File: src/rtl/crossbar_arbiter_if.sv
// crossbar_arbiter_if: handshake bundle between the two ingress ports, the two
// egress ports and the crossbar arbiter. The slave modport is the arbiter's
// view. The master modport is the view of whatever drives the streams.
interface crossbar_arbiter_if;
  logic       p0_valid;
  logic       p0_last;
  logic       p0_ready;
  logic       p1_valid;
  logic       p1_last;
  logic       p1_bcast;
  logic       p1_ready;
  logic       out0_ready;
  logic       out1_ready;
  logic       out0_valid;
  logic       out1_valid;
  logic [1:0] control_crossbar;
  logic       overrun_err;
  logic       timeout_err;

  modport slave (
    input  p0_valid, p0_last, p1_valid, p1_last, p1_bcast,
    input  out0_ready, out1_ready,
    output p0_ready, p1_ready, out0_valid, out1_valid,
    output control_crossbar, overrun_err, timeout_err
  );

  modport master (
    output p0_valid, p0_last, p1_valid, p1_last, p1_bcast,
    output out0_ready, out1_ready,
    input  p0_ready, p1_ready, out0_valid, out1_valid,
    input  control_crossbar, overrun_err, timeout_err
  );
endinterface

File: src/rtl/crossbar_arbiter.sv
// crossbar_arbiter: round-robin packet arbiter for the two-port lane crossbar.
// A grant is held for a whole packet. It is released on the last beat, or it
// is forced off after MAX_PKT_BEATS beats, in which case overrun_err pulses.
// Optional stall watchdog: define CROSSBAR_ARB_TIMEOUT_EN to enable it. The
// watchdog drops a grant after TIMEOUT_CYCLES cycles without a beat and pulses
// timeout_err. Without the macro, timeout_err is tied low.
module crossbar_arbiter #(
  parameter int unsigned MAX_PKT_BEATS  = 256,
  parameter int unsigned TIMEOUT_CYCLES = 1024
) (
  input  logic              clk,
  input  logic              rst_n,
  crossbar_arbiter_if.slave bus
);

  // State encoding doubles as the crossbar select value.
  typedef enum logic [1:0] {
    IDLE = 2'b00,
    G_P0 = 2'b01,
    G_P1 = 2'b10,
    G_BC = 2'b11
  } state_t;

  // Beat index (0-based) at which a packet without last is cut off.
  localparam logic [15:0] LAST_BEAT_IDX = 16'(MAX_PKT_BEATS - 1);

  if (MAX_PKT_BEATS < 2 || MAX_PKT_BEATS > 65535) begin : g_bad_max_beats
    $error("crossbar_arbiter: MAX_PKT_BEATS must be within 2..65535");
  end
  if (TIMEOUT_CYCLES < 2 || TIMEOUT_CYCLES > 65535) begin : g_bad_timeout
    $error("crossbar_arbiter: TIMEOUT_CYCLES must be within 2..65535");
  end

  state_t      state_q, state_d;
  logic        rr_q, rr_d;              // 1: port 1 preferred on a tie
  logic [15:0] beat_cnt_q, beat_cnt_d;
  logic        overrun_q, overrun_d;
  logic        timeout_q, timeout_d;

  logic p0_ready, p1_ready, out0_valid, out1_valid;
  logic both_ready, beat, beat_last, drop_grant;

`ifdef CROSSBAR_ARB_TIMEOUT_EN
  localparam logic [15:0] LAST_STALL_IDX = 16'(TIMEOUT_CYCLES - 1);
  logic [15:0] stall_cnt_q, stall_cnt_d;
`endif

  // Per-beat handshakes: pure function of the grant state and live ready/valid.
  always_comb begin
    p0_ready   = 1'b0;
    p1_ready   = 1'b0;
    out0_valid = 1'b0;
    out1_valid = 1'b0;
    both_ready = bus.out0_ready & bus.out1_ready;
    case (state_q)
      G_P0: begin
        out1_valid = bus.p0_valid;
        p0_ready   = bus.out1_ready;
      end
      G_P1: begin
        out0_valid = bus.p1_valid;
        p1_ready   = bus.out0_ready;
      end
      G_BC: begin
        // A broadcast beat moves only when both egress sides can take it.
        p1_ready   = both_ready;
        out0_valid = bus.p1_valid & both_ready;
        out1_valid = bus.p1_valid & both_ready;
      end
      default: ;
    endcase
  end

  // Readies are zero outside the granted port, so OR-ing both ports is safe.
  assign beat      = (p0_ready & bus.p0_valid) | (p1_ready & bus.p1_valid);
  assign beat_last = (state_q == G_P0) ? bus.p0_last : bus.p1_last;

  // Arbitration, beat/stall counting and grant release decisions.
  always_comb begin
    state_d    = state_q;
    rr_d       = rr_q;
    beat_cnt_d = beat_cnt_q;
    overrun_d  = 1'b0;
    timeout_d  = 1'b0;
    drop_grant = 1'b0;
`ifdef CROSSBAR_ARB_TIMEOUT_EN
    stall_cnt_d = stall_cnt_q;
`endif
    if (state_q == IDLE) begin
      // Counters are held at zero so every grant starts from a clean count.
      beat_cnt_d = '0;
`ifdef CROSSBAR_ARB_TIMEOUT_EN
      stall_cnt_d = '0;
`endif
      if (bus.p0_valid && (!bus.p1_valid || !rr_q)) begin
        state_d = G_P0;
      end else if (bus.p1_valid) begin
        state_d = bus.p1_bcast ? G_BC : G_P1;
      end
    end else begin
      if (beat) begin
        beat_cnt_d = beat_cnt_q + 16'd1;
        if (beat_last) begin
          drop_grant = 1'b1;
        end else if (beat_cnt_q == LAST_BEAT_IDX) begin
          drop_grant = 1'b1;
          overrun_d  = 1'b1;
        end
      end
`ifdef CROSSBAR_ARB_TIMEOUT_EN
      if (beat) begin
        stall_cnt_d = '0;
      end else if (stall_cnt_q == LAST_STALL_IDX) begin
        drop_grant = 1'b1;
        timeout_d  = 1'b1;
      end else begin
        stall_cnt_d = stall_cnt_q + 16'd1;
      end
`endif
      if (drop_grant) begin
        state_d = IDLE;
        // Whoever just finished yields the next tie to the other port.
        rr_d    = (state_q == G_P0);
      end
    end
  end

  // State, pointer, counters and error pulses; synchronous active-low reset.
  always_ff @(posedge clk) begin
    if (!rst_n) begin
      state_q     <= IDLE;
      rr_q        <= 1'b0;
      beat_cnt_q  <= '0;
      overrun_q   <= 1'b0;
      timeout_q   <= 1'b0;
`ifdef CROSSBAR_ARB_TIMEOUT_EN
      stall_cnt_q <= '0;
`endif
    end else begin
      state_q     <= state_d;
      rr_q        <= rr_d;
      beat_cnt_q  <= beat_cnt_d;
      overrun_q   <= overrun_d;
      timeout_q   <= timeout_d;
`ifdef CROSSBAR_ARB_TIMEOUT_EN
      stall_cnt_q <= stall_cnt_d;
`endif
    end
  end

  assign bus.p0_ready         = p0_ready;
  assign bus.p1_ready         = p1_ready;
  assign bus.out0_valid       = out0_valid;
  assign bus.out1_valid       = out1_valid;
  assign bus.control_crossbar = state_q;
  assign bus.overrun_err      = overrun_q;
`ifdef CROSSBAR_ARB_TIMEOUT_EN
  assign bus.timeout_err      = timeout_q;
`else
  assign bus.timeout_err      = 1'b0;
`endif

endmodule

File: src/flat_wrapper.sv
// flat-port wrapper written by rule: the top's interface ports become plain ports
module crossbar_arbiter_flat 
#(
  parameter int unsigned MAX_PKT_BEATS  = 256,
  parameter int unsigned TIMEOUT_CYCLES = 1024
)
  (clk, rst_n, bus_p0_valid, bus_p0_last, bus_p1_valid, bus_p1_last, bus_p1_bcast, bus_out0_ready, bus_out1_ready, bus_p0_ready, bus_p1_ready, bus_out0_valid, bus_out1_valid, bus_control_crossbar, bus_overrun_err, bus_timeout_err);
  crossbar_arbiter_if bus_i ();
  input  logic clk;
  input  logic rst_n;
  input wire logic [$bits(bus_i.p0_valid)-1:0] bus_p0_valid;
  input wire logic [$bits(bus_i.p0_last)-1:0] bus_p0_last;
  input wire logic [$bits(bus_i.p1_valid)-1:0] bus_p1_valid;
  input wire logic [$bits(bus_i.p1_last)-1:0] bus_p1_last;
  input wire logic [$bits(bus_i.p1_bcast)-1:0] bus_p1_bcast;
  input wire logic [$bits(bus_i.out0_ready)-1:0] bus_out0_ready;
  input wire logic [$bits(bus_i.out1_ready)-1:0] bus_out1_ready;
  output wire logic [$bits(bus_i.p0_ready)-1:0] bus_p0_ready;
  output wire logic [$bits(bus_i.p1_ready)-1:0] bus_p1_ready;
  output wire logic [$bits(bus_i.out0_valid)-1:0] bus_out0_valid;
  output wire logic [$bits(bus_i.out1_valid)-1:0] bus_out1_valid;
  output wire logic [$bits(bus_i.control_crossbar)-1:0] bus_control_crossbar;
  output wire logic [$bits(bus_i.overrun_err)-1:0] bus_overrun_err;
  output wire logic [$bits(bus_i.timeout_err)-1:0] bus_timeout_err;
  assign bus_i.p0_valid = bus_p0_valid;
  assign bus_i.p0_last = bus_p0_last;
  assign bus_i.p1_valid = bus_p1_valid;
  assign bus_i.p1_last = bus_p1_last;
  assign bus_i.p1_bcast = bus_p1_bcast;
  assign bus_i.out0_ready = bus_out0_ready;
  assign bus_i.out1_ready = bus_out1_ready;
  assign bus_p0_ready = bus_i.p0_ready;
  assign bus_p1_ready = bus_i.p1_ready;
  assign bus_out0_valid = bus_i.out0_valid;
  assign bus_out1_valid = bus_i.out1_valid;
  assign bus_control_crossbar = bus_i.control_crossbar;
  assign bus_overrun_err = bus_i.overrun_err;
  assign bus_timeout_err = bus_i.timeout_err;
  crossbar_arbiter #(.MAX_PKT_BEATS(MAX_PKT_BEATS), .TIMEOUT_CYCLES(TIMEOUT_CYCLES)) u_core (.clk(clk), .rst_n(rst_n), .bus(bus_i));
endmodule
File: config.mk
export PLATFORM = sky130hd
export DESIGN_NAME = crossbar_arbiter_flat
export DESIGN_NICKNAME = d
export VERILOG_FILES = /design/src/rtl/crossbar_arbiter_if.sv /design/src/rtl/crossbar_arbiter.sv /design/src/flat_wrapper.sv
export SDC_FILE = /design/constraint.sdc
export NUM_CORES = 1
export LEC_CHECK = 0
export CAP_MARGIN = 20
export CORE_MARGIN = 2
export CORE_UTILIZATION = 50
export CTS_BUF_LIST = sky130_fd_sc_hd__clkbuf_4
export DETAILED_ROUTE_END_ITERATION = 6
export PLACE_DENSITY_LB_ADDON = 0.1
export SLEW_MARGIN = 10
export SYNTH_ARGS = -nofsm -noshare
export SYNTH_HDL_FRONTEND = slang
export SYNTH_SLANG_ARGS = --single-unit
File: constraint.sdc
create_clock -name clk -period 5.1 [get_ports clk]
set_clock_uncertainty 0.2 [all_clocks]
set_input_delay 1.53 -clock clk [delete_from_list [all_inputs] [get_ports clk]]
set_output_delay 1.53 -clock clk [all_outputs]
set_load 0.005 [all_outputs]
# Word-level counts from Yosys, hierarchy flattened
# Index checks and enable logic that the tools add are counted.
# totals
elab_cells	42
romBits	0
mem_count	0
ff_bits	20
latch_bits	0
out_inout_bits	8
ram_bits	0
# op_classes
n_mux	14
mul	0
reduce_logical	10
shifts	0
n_lt_le_gt_ge	0
div_mod_pow	0
addsub	1
bitwise_logic	8
n_eq_ne	5
# ops
cell	n
adder 16 x 1 -> 16 bit (second input constant)	1
== test 16 x 8 -> 1 bit (second input constant)	1
2-to-1 mux 2 bit	4
2-to-1 mux 1 bit	7
case mux 1 bit (2 select lines)	3
AND 1 bit	4
== test 2 bit (second input constant)	2
AND reduction 2 bit	2
OR reduction 4 bit	1
inequality test 3 bit (second input constant)	1
inverter 1 bit	3
== test 2 x 1 -> 1 bit (second input constant)	1
logical NOT 1 bit	2
logical NOT 2 bit	1
nonzero test 2 bit	1
OR reduction 2 bit	1
logical AND 1 bit	1
logical OR 1 bit	1
bitwise OR 1 bit	1

# Logic depth before layout (Yosys ltp)
# logic_depth
word_depth	8
depth_mapped	6
mapped_depth_nobuf	5

# Least setup slack after synthesis
# No wires, ideal clock.
# synth_path
kind	input port to output port
startpoint	input bus_out0_ready
endpoint	output bus_out1_valid
path_slack_ps	1551
n_path_buf	0
arrival_ps	1819
cell_stages	3
path_cell_list	nand2_1 o22ai_1 and2_1
# synth_between
elab_chain_len	3
# synth_lines
element	line_no	rtl
start: declaration	flat_wrapper.sv:16	input wire logic [$bits(bus_i.out0_ready)-1:0] bus_out0_ready;
AND 1 bit	crossbar_arbiter.sv:54	both_ready = bus.out0_ready & bus.out1_ready;
AND 1 bit	crossbar_arbiter.sv:68	out1_valid = bus.p1_valid & both_ready;
case mux 1 bit (2 select lines)	crossbar_arbiter.sv:55	case (state_q)
end: declaration	flat_wrapper.sv:21	output wire logic [$bits(bus_i.out1_valid)-1:0] bus_out1_valid;
# Every way passes these cells.

# Worst setup path after layout
# layout_path
startpoint	input bus_p1_valid
endpoint	output bus_out1_valid
# layout_between
elab_chain_len	2
# layout_lines
element	line_no	rtl
start: declaration	flat_wrapper.sv:13	input wire logic [$bits(bus_i.p1_valid)-1:0] bus_p1_valid;
AND 1 bit	crossbar_arbiter.sv:68	
case mux 1 bit (2 select lines)	crossbar_arbiter.sv:55	
# Every way passes these cells.

==> summary.txt <==
outcome - finished, final reports clean
first-pass GRT wire length - 4370 um
Setup Crit Path Kind - in2out
post-CTS setup buffer count - 0
Synth cell types - 36
area of the multi-input gates - 641 um2
CTS Buf Count - 3
Tcrit/Tclk final - 0.913
setup TNS - 0 ns
hold_sp - u_core.beat_cnt_q[5]
commonest non-fill, non-tap cell in the layout - dfxtp_1
Rel. slew slack - 0.414
type of the most critical hold path - reg2reg
Yosys reg bits - 20
Final Critical Period - 4.66 ns
Ant. Diodes - 0
Ys Warns - 0
CTS resizes - 0
initial antenna violation count - 0
RePlAce Congestion - 0.764
pin slew with the least headroom to its limit - 0.880 ns
TritonCTS Sinks - 20
Mapped Area - 1100 um2
register area - 400 um2
DPL Wire Length - 1800 um
Syn Inst Count - 135
CTS tree - done
sequential area share after synthesis - 0.363
critical path capture point type - primary output
vias post-DR - 1068
Avg Cell Area, Syn - 8.17 um2
worst skew pair latency - 0.30 ns
Placement Setup Slack - 0.448 ns
layout cells sized above 1 - 0.0748
syn nets - 145
Hold-fix buffers, CTS - 0
chip height - 51.0 um
most frequent cells in the layout - dfxtp_1, nand2_1, clkdlybuf4s50_1
clock buffer depth - 2
fmax - 215 MHz
drt total wl - 2510 um
vias in the first global route - 1014
Final ANT Viol Nets - 0
root buf cell - clkbuf_4
RSZ-0062 raised after global routing - false
starting density of the core - 0.514
Cell Pwr Density - 234 nW/um2
fin nets - 158
row count - 17
gr ovfl total - 0
CTS H-tree depth - 1
io pins - 17
IO Port Bufs - 15
TritonRoute pass-1 iters - 4
WL/cell - 14.4 um
post-route DRC violation count - 0
crit path max fanout - 5
largest net degree at the start of global routing - 26
P_leak - 0.394 nW
Setup Viol. Count Final - 0
clk slew on worst S/H paths - 0.11 ns
Core Region - 2150 um2
final worst slack - 0.443 ns
Crit path required time - 3.37 ns
drt initial violations - 17
chip width - 51.0 um
final max-slew violation count - 0
max cap viols - 0
critical path arrival - 2.93 ns
Peak supply drop - 144 uV
CP startpoint kind - input port
Critical Path Start - bus_p1_valid
Filler cells - 205
Layout area overhead - 15.2%
Critical R2R Launch - u_core.bus.control_crossbar[1]
Final Hold Fails - 0
die area - 2600 um2
all-layer global routing usage - 0.220
vias per inst - 6.10
cell families (layout without fill, tap and decap cells):
group,Yosys count,in the layout,share of synthesized area
other cells,1,1,0.00340
xor+xnor,1,1,0.00794
mux,5,5,0.0454
simple gates,63,63,0.320
fa+ha+maj,1,1,0.0113
compound gates,33,33,0.193
buf+inv,11,23,0.0567
flops,20,20,0.363
layer usage:
metal	share of wire	track usage	routed length, um	up-vias
li1	-	-	-	532
met1	0.47	0.261	1170	502
met2	0.48	0.394	1210	32
met3	0.045	0.0351	114	2
met4	0.0056	0.0811	14	0
met5	0	0	0	-
state kept, by name, indices dropped and copies added, names as in the netlist:
name	flops
u_core.beat_cnt_q	16
u_core.bus.control_crossbar	2
u_core.bus.overrun_err	1
u_core.rr_q	1
critical path, stage by stage:
cell,delay (ns)
clkdlybuf4s50_1,0.55
nand2_1,0.09
o22ai_1,0.12
and2_1,0.14
clkdlybuf4s50_1,0.50
cell type report:
| cell class | instances | share of cell area |
|---|---|---|
| multi-input cells | 104 | 0.504 |
| flip-flops and latches | 20 | 0.315 |
| repair buffers | 16 | 0.124 |
| well taps | 28 | 0.0276 |
| clock buffers | 3 | 0.0177 |
| inverters | 3 | 0.00886 |
| clock inverters | 1 | 0.00295 |
final timing paths:
path	cells past startpoint	end	slack (ns)
setup / recovery	5	bus_out1_valid	0.44
hold reg to reg	2	u_core.beat_cnt_q[5]	0.29
hold / removal	2	u_core.beat_cnt_q[5]	0.29
setup reg to reg	4	u_core.beat_cnt_q[9]	2.88
metrics by stage:
stage	std cells	cell area, um2	hold slack (ns)	util	power [mW]
after floorplan	135	1100	0.243	-	0.202
after global placement	171	1240	0.256	0.579	0.224
after detailed placement	171	1240	0.270	0.579	0.226
after CTS	175	1270	0.287	0.592	0.300
after global routing	175	1270	0.315	0.592	0.314
final	175	1270	0.286	0.592	0.298
cell usage after synthesis:
library cell,count,area share
a21o_1,1,0.0068
a21oi_1,12,0.054
a22oi_1,1,0.0068
and2_1,2,0.011
and3_1,2,0.011
and4_1,2,0.016
buf_2,1,0.0045
buf_4,1,0.0068
buf_6,2,0.020
clkbuf_1,3,0.010
clkbuf_2,1,0.0045
conb_1,1,0.0034
dfxtp_1,20,0.36
ha_1,1,0.011
inv_1,3,0.010
mux2i_1,5,0.045
nand2_1,18,0.061
nand2_2,1,0.0057
nand3_1,8,0.036
nand4_1,5,0.028
nand4b_1,1,0.0079
nor2_1,3,0.010
nor2b_1,3,0.017
nor4_1,4,0.023
nor4_2,1,0.011
o2111ai_1,1,0.0079
o21ai_0,4,0.018
o22ai_1,2,0.011
o311ai_0,2,0.016
o31a_1,1,0.0079
o31ai_1,7,0.048
o41ai_1,2,0.016
or2_2,5,0.028
or3_1,2,0.011
or4_1,6,0.041
xnor2_1,1,0.0079
where the power goes:
part	total, mW	internal [mW]	leakage (nW)	switching, mW
Combinational	0.0572	0.0281	0.217	0.0291
Clock	0.0757	0.0285	0.0154	0.0472
Sequential	0.165	0.159	0.162	0.00593
Total	0.298	0.216	0.394	0.0822
No activity file was read; power rests on OpenSTA's default activity.
